`config.mk`:
```
export PLATFORM = sky130hd
export DESIGN_NAME = rd_track_pipe
export DESIGN_NICKNAME = d
export VERILOG_FILES = /design/src/rtl/rd_track_pipe_pkg.sv /design/src/rtl/rd_track_pipe_slot.sv /design/src/rtl/rd_track_pipe.sv
export SDC_FILE = /design/constraint.sdc
export NUM_CORES = 1
export LEC_CHECK = 0
export BUFFER_PORTS_ARGS = -buffer_cell sky130_fd_sc_hd__buf_2
export CAP_MARGIN = 20
export CORE_UTILIZATION = 45
export CTS_CLUSTER_SIZE = 8
export DETAILED_ROUTE_END_ITERATION = 10
export PLACE_DENSITY = 0.78
export REMOVE_ABC_BUFFERS = 1
export SYNTH_ARGS = -nofsm -noshare
export SYNTH_HDL_FRONTEND = slang
export SYNTH_SLANG_ARGS = --single-unit
export TNS_END_PERCENT = 1
```
`constraint.sdc`:
```
create_clock -name clk_i -period 3.9 [get_ports clk_i]
set_clock_uncertainty 0.05 [all_clocks]
set_input_delay 0.39 -clock clk_i [delete_from_list [all_inputs] [get_ports clk_i]]
set_output_delay 0.39 -clock clk_i [all_outputs]
set_load 0.03 [all_outputs]
```
`src/rtl/rd_track_pipe_pkg.sv`:
```
// Shared defines for the rd tracking pipeline: width defaults and MEM-slot state encoding.
package rd_track_pipe_pkg;

    localparam int REG_IDX    = 5;
    localparam int DATA_LEN   = 64;
    localparam int DATA_W_DEF = DATA_LEN;
    localparam int IDX_W_DEF  = REG_IDX;

    typedef enum logic [1:0] {
        SLOT_EMPTY     = 2'd0,
        SLOT_READY     = 2'd1,
        SLOT_LOAD_WAIT = 2'd2
    } slot_state_e;

endpackage

```
`src/rtl/rd_track_pipe_slot.sv`:
```
// rd_slot: one pipeline entry (valid/idx/data) with clear > load > hold priority.
module rd_slot #(
    parameter int DATA_W = 64,
    parameter int IDX_W  = 5
) (
    input  logic              clk_i,
    input  logic              rst_i,
    input  logic              load_i,
    input  logic              clear_i,
    input  logic              valid_i,
    input  logic [IDX_W-1:0]  idx_i,
    input  logic [DATA_W-1:0] data_i,
    output logic              valid_o,
    output logic [IDX_W-1:0]  idx_o,
    output logic [DATA_W-1:0] data_o
);

    logic              r_valid;
    logic [IDX_W-1:0]  r_idx;
    logic [DATA_W-1:0] r_data;

    always_ff @(posedge clk_i or posedge rst_i) begin
        if (rst_i) begin
            r_valid <= 1'b0;
            r_idx   <= '0;
            r_data  <= '0;
        end else if (clear_i) begin
            r_valid <= 1'b0;
            r_idx   <= '0;
            r_data  <= '0;
        end else if (load_i) begin
            r_valid <= valid_i;
            r_idx   <= valid_i ? idx_i  : '0;
            r_data  <= valid_i ? data_i : '0;
        end
    end

    assign valid_o = r_valid;
    assign idx_o   = r_idx;
    assign data_o  = r_data;

endmodule

```
`src/rtl/rd_track_pipe.sv`:
```
// Tracks the destination register through MEM and WB, offering forwarding views,
// the register-file write port, and load-use hazard detection.
module rd_track_pipe
    import rd_track_pipe_pkg::*;
#(
    parameter int DATA_W = DATA_W_DEF,
    parameter int IDX_W  = IDX_W_DEF
) (
    input  logic              clk_i,
    input  logic              rst_i,
    input  logic              ex_valid_i,
    input  logic              ex_rd_we_i,
    input  logic              ex_is_load_i,
    input  logic [IDX_W-1:0]  ex_rd_idx_i,
    input  logic [DATA_W-1:0] ex_result_i,
    input  logic              flush_i,
    input  logic              stall_i,
    input  logic              mem_load_valid_i,
    input  logic [DATA_W-1:0] mem_load_data_i,
    input  logic [IDX_W-1:0]  id_rs1_idx_i,
    input  logic [IDX_W-1:0]  id_rs2_idx_i,
    output logic [IDX_W-1:0]  rd_idx_ex_o,
    output logic [DATA_W-1:0] rd_ex_o,
    output logic [IDX_W-1:0]  rd_idx_mem_o,
    output logic [DATA_W-1:0] rd_mem_o,
    output logic              wb_we_o,
    output logic [IDX_W-1:0]  wb_idx_o,
    output logic [DATA_W-1:0] wb_data_o,
    output logic              ex_ready_o,
    output logic              load_use_stall_o
);

    slot_state_e       r_state, w_state_nxt;
    logic [IDX_W-1:0]  r_idx, w_idx_nxt;
    logic [DATA_W-1:0] r_data, w_data_nxt;

    logic              w_blocked, w_advance;
    logic              w_wb_load, w_wb_clear, w_wb_valid_in;
    logic [IDX_W-1:0]  w_wb_idx_in;
    logic [DATA_W-1:0] w_wb_data_in;
    logic              w_wb_valid;
    logic [IDX_W-1:0]  w_wb_idx;
    logic [DATA_W-1:0] w_wb_data;

    assign w_blocked = (r_state == SLOT_LOAD_WAIT) && !mem_load_valid_i;
    assign w_advance = !stall_i && !w_blocked;

    always_ff @(posedge clk_i or posedge rst_i) begin
        if (rst_i) begin
            r_state <= SLOT_EMPTY;
            r_idx   <= '0;
            r_data  <= '0;
        end else begin
            r_state <= w_state_nxt;
            r_idx   <= w_idx_nxt;
            r_data  <= w_data_nxt;
        end
    end

    always_comb begin
        w_state_nxt   = r_state;
        w_idx_nxt     = r_idx;
        w_data_nxt    = r_data;
        w_wb_load     = 1'b0;
        w_wb_clear    = 1'b0;
        w_wb_valid_in = 1'b0;
        w_wb_idx_in   = '0;
        w_wb_data_in  = '0;
        if (w_advance) begin
            w_wb_load = 1'b1;
            case (r_state)
                SLOT_READY: begin
                    w_wb_valid_in = 1'b1;
                    w_wb_idx_in   = r_idx;
                    w_wb_data_in  = r_data;
                end
                // Returning load data bypasses the MEM slot straight into WB.
                SLOT_LOAD_WAIT: begin
                    w_wb_valid_in = 1'b1;
                    w_wb_idx_in   = r_idx;
                    w_wb_data_in  = mem_load_data_i;
                end
                default: ;
            endcase
            if (flush_i || !ex_valid_i || !ex_rd_we_i || ex_rd_idx_i == '0) begin
                w_state_nxt = SLOT_EMPTY;
                w_idx_nxt   = '0;
                w_data_nxt  = '0;
            end else if (ex_is_load_i) begin
                w_state_nxt = SLOT_LOAD_WAIT;
                w_idx_nxt   = ex_rd_idx_i;
                w_data_nxt  = '0;
            end else begin
                w_state_nxt = SLOT_READY;
                w_idx_nxt   = ex_rd_idx_i;
                w_data_nxt  = ex_result_i;
            end
        end else begin
            // Load data arriving under a downstream stall is parked in the slot.
            if (r_state == SLOT_LOAD_WAIT && mem_load_valid_i) begin
                w_state_nxt = SLOT_READY;
                w_data_nxt  = mem_load_data_i;
            end
            // Not stalled yet not advancing: WB drains and a bubble follows.
            if (!stall_i) w_wb_clear = 1'b1;
        end
    end

    rd_slot #(.DATA_W(DATA_W), .IDX_W(IDX_W)) u_wb_slot (
        .clk_i   (clk_i),
        .rst_i   (rst_i),
        .load_i  (w_wb_load),
        .clear_i (w_wb_clear),
        .valid_i (w_wb_valid_in),
        .idx_i   (w_wb_idx_in),
        .data_i  (w_wb_data_in),
        .valid_o (w_wb_valid),
        .idx_o   (w_wb_idx),
        .data_o  (w_wb_data)
    );

    assign rd_idx_ex_o      = (r_state == SLOT_READY) ? r_idx : '0;
    assign rd_ex_o          = (rd_idx_ex_o != '0) ? r_data : '0;
    assign rd_idx_mem_o     = w_wb_valid ? w_wb_idx  : '0;
    assign rd_mem_o         = w_wb_valid ? w_wb_data : '0;
    assign wb_we_o          = w_wb_valid && !stall_i;
    assign wb_idx_o         = rd_idx_mem_o;
    assign wb_data_o        = rd_mem_o;
    assign ex_ready_o       = w_advance;
    assign load_use_stall_o = (r_state == SLOT_LOAD_WAIT) &&
                              ((r_idx == id_rs1_idx_i) || (r_idx == id_rs2_idx_i));

endmodule

```
==> results.md <==
- Status: complete, no violations
- Maximum vdd drop: about 280 uV
- Die W: 143 um
- Count of flip-flops with a built-in enable after synthesis: 0
- Final Worst Setup Slack: a little over 900 ps
- Post-DR wirelength/cell: 17.6 um
- Clock sinks: roughly 140
- Port buffer count: 360
- First-pass GRT wire length: between 40 and 50 mm
- Area growth, synth to finish: 21.5%
- Achievable Freq: 337 MHz
- H-tree levels: 4
- Critical-path cell list: or4_1 > o21a_2 > buf_16 > and2_1 > buf_2
- Hold_buf cts: 0
- Yosys warnings: 0
- ANT nets after route: 0
- P_int: 2.78 mW
- TritonRoute pass-1 iters: 5
- Crit Path Category: flip-flop to output pin
- Hold Path Class: input pin to async pin
- Switching Fraction: 0.297
- Critical path arrival: 2530 ps
- Starting Density: 0.459
- Total GRT Usage: 0.260
- Leak pwr: between 5 and 6 nW
- Commonest cells post-synth: 141 x dfrtp_1, 140 x and2_1, 85 x nor2_1
- Setup WS pre-CTS: roughly 1000 ps
- Worst path bufs/invs: 2
- Min cycle time layout: ~3000 ps
- DP HPWL: about 17 mm
- Initial DRC Count: roughly 510
- Worst-path maximum fanout: 33
- Vias: around 8.5k
- Largest net degree at the start of global routing: 94
- Cell with the most instances after synthesis: dfrtp_1
- Max Root-Sink Buffers: 2
- CP max stage delay: approximately 550 ps
- Worst skew pair latency: about 400 ps
- Clock Root Buffer: clkbuf_16
- Die area: around 0.02 mm2
- Core region area: around 0.020 mm2
- Pwr per Cell Area: roughly 360 mW/mm2
- Count of cell types in the netlist: 41
- Final Setup Violations: 0
- Vias in the first global route: between 8k and 9k
- Asr flop ratio synth: 1.00
- Drt drc: 0
- Worst hold slack: roughly 110 ps
- Mapped Cells: approximately 1.0k
- Clock share of power: 0.407
- Transition time of the tightest slew-check pin: 989 ps
- R2R Path Start: r_state[0]
- Mapped Avg Cell Area: between 8 and 9 um2
- Critical path's top delay family: simple AND/OR/NAND/NOR gates
- CTS buffer count: 17
- Slowest-stage cell, CP: or4_1
- Top cell type's share of synthesized area: 0.394
- Fraction of layout cells with a size suffix above 1: 0.347
- Max Cap Viol: 0
- Post-CTS resize count: 0
- Final Slew Violations: 0
- Routability cong.: between 0.7 and 0.8
- Row count: 51
- Reg power frac: 0.414
- Post-route cell area: roughly 0.011 mm2
- N_diodes: 0
- Crit end category: output pin
- Critical Path Start Type: flip-flop
- Crit Reg-Reg Endpoint: r_data[54]
- CTS tree: done
- Synth area leader: dfrtp_1
- Unrepaired setup endpoints after global routing: no
- Io pins: 361
- R2R cell count: 7
- Fill count: roughly 1.8k
- CP startpoint: r_idx[3]
- Post-CTS setup buffers: 0
- Total wire length after detailed routing: about 27 mm
- Sw power: 1.17 mW
- Initial antenna violation count: 0
- Multi-input gate area: around 0.0045 mm2
- Top FF cell, synth: dfrtp_1
- Critical Path End: rd_ex_o[44]
- Critical Path Stages: 5
- Clock-pin slew on the worst setup and hold paths: ~60 ps
- Die height: between 100 and 150 um
- Tcrit/Tclk final: 0.760
- Nets@finish: around 1.4k
- Seq cells post-synth: about 140
- Ranking of synthesized cells by area: dfrtp_1 39%, and2_1 9.8%, o32ai_1 6.2%, buf_4 5.9%, a22oi_1 5.4%
- Flop-to-flop setup slack: around 1000 ps
- Gr ovfl total: 0
- CP required: roughly 3500 ps
- DP Area: 0.0103 mm2
- Sequential fraction of the synthesis area: 0.394
- Endpoints failing hold: 0
- Vias/cell: roughly 5.6
- Register Area: 0.00353 mm2
- Syn Std Cell Area: roughly 0.009 mm2
- Rel. slew slack: 0.339
- Comb power frac: 0.179
## power by group through the flow
stage	clock, mW	sequential (mW)	combinational (mW)
2_1_floorplan	0	1.64	0.401
3_3_place_gp	0	1.68	0.658
3_5_place_dp	0	1.68	0.673
4_1_cts	1.64	1.65	0.676
5_1_grt	1.70	1.64	0.779
6_report	1.61	1.63	0.710
## worst min path at each step
stage,startpoint,end,slack (ps),cells after the start
CTS,rst_i,u_wb_slot.data_o[40],130,2
detailed placement,u_wb_slot.data_o[21],u_wb_slot.data_o[21],410,2
global route,ex_rd_idx_i[1],r_idx[1],150,2
global placement,u_wb_slot.data_o[40],u_wb_slot.data_o[40],400,2
floorplan,u_wb_slot.data_o[16],u_wb_slot.data_o[16],390,2
finish,rst_i,u_wb_slot.data_o[28],110,2
## worst register-to-register path, delay by kind of cell, from the launching register on
family,cells,cell delay (ps)
buffers and inverters,2,610
DFF,1,380
and+or+nand+nor,2,780
AOI/OAI and AO/OA,2,650
adders and majority gates,1,330
## sequential cells by signal, indices dropped and copies added, names as in the netlist
name / cells
u_wb_slot.idx_o: 5
u_wb_slot.data_o: 64
u_wb_slot.valid_o: 1
r_data: 64
r_idx: 5
r_state: 2
## cell type report
cell class,instances,share of cell area
sequential,141,0.324
timing repair buffer,374,0.180
clock inverter,11,0.0109
multi-input combinational,699,0.411
tap,265,0.0304
inverter,5,0.00218
clock buffer,19,0.0416
## per-layer routing
layer | vias to the layer above | GRT usage | part of all wire
li1 | 3961 | - | -
met1 | 4111 | 0.332 | 0.42
met2 | 383 | 0.435 | 0.50
met3 | 36 | 0.0516 | 0.067
met4 | 0 | 0.0928 | 0.016
met5 | - | 0 | 0
## through the flow
stage / utilization / power (mW) / cells / setup TNS, ps
floorplan: - / 2.04 / 845 / -208450
global placement: 0.526 / 2.33 / 1482 / 0
detailed placement: 0.526 / 2.35 / 1482 / 0
CTS: 0.555 / 3.97 / 1512 / 0
global route: 0.558 / 4.12 / 1514 / 0
finish: 0.558 / 3.95 / 1514 / 0
## placed cells by master (no fill, tap or decap), types with 5 or more instances in the layout
master,instances
mux2i_1,41
clkbuf_16,17
a22o_1,10
o32ai_1,63
and2_1,139
nand2_1,68
a21oi_1,42
a211oi_2,19
clkinv_2,5
xnor2_1,8
dfrtp_1,140
buf_4,11
nor2_1,84
a22oi_1,64
buf_2,359
o21ai_0,62
o22ai_1,23
nor2b_1,43
## cell families (layout without fill, tap and decap cells)
group	count (synthesis)	count (layout)	share of synthesized area
xor+xnor	10	10	0.00977
flops	141	141	0.394
buf+inv	168	409	0.110
simple gates	351	351	0.203
compound gates	295	295	0.235
fa+ha+maj	2	2	0.00279
mux	41	41	0.0458
No activity file was read; power rests on OpenSTA's default activity.
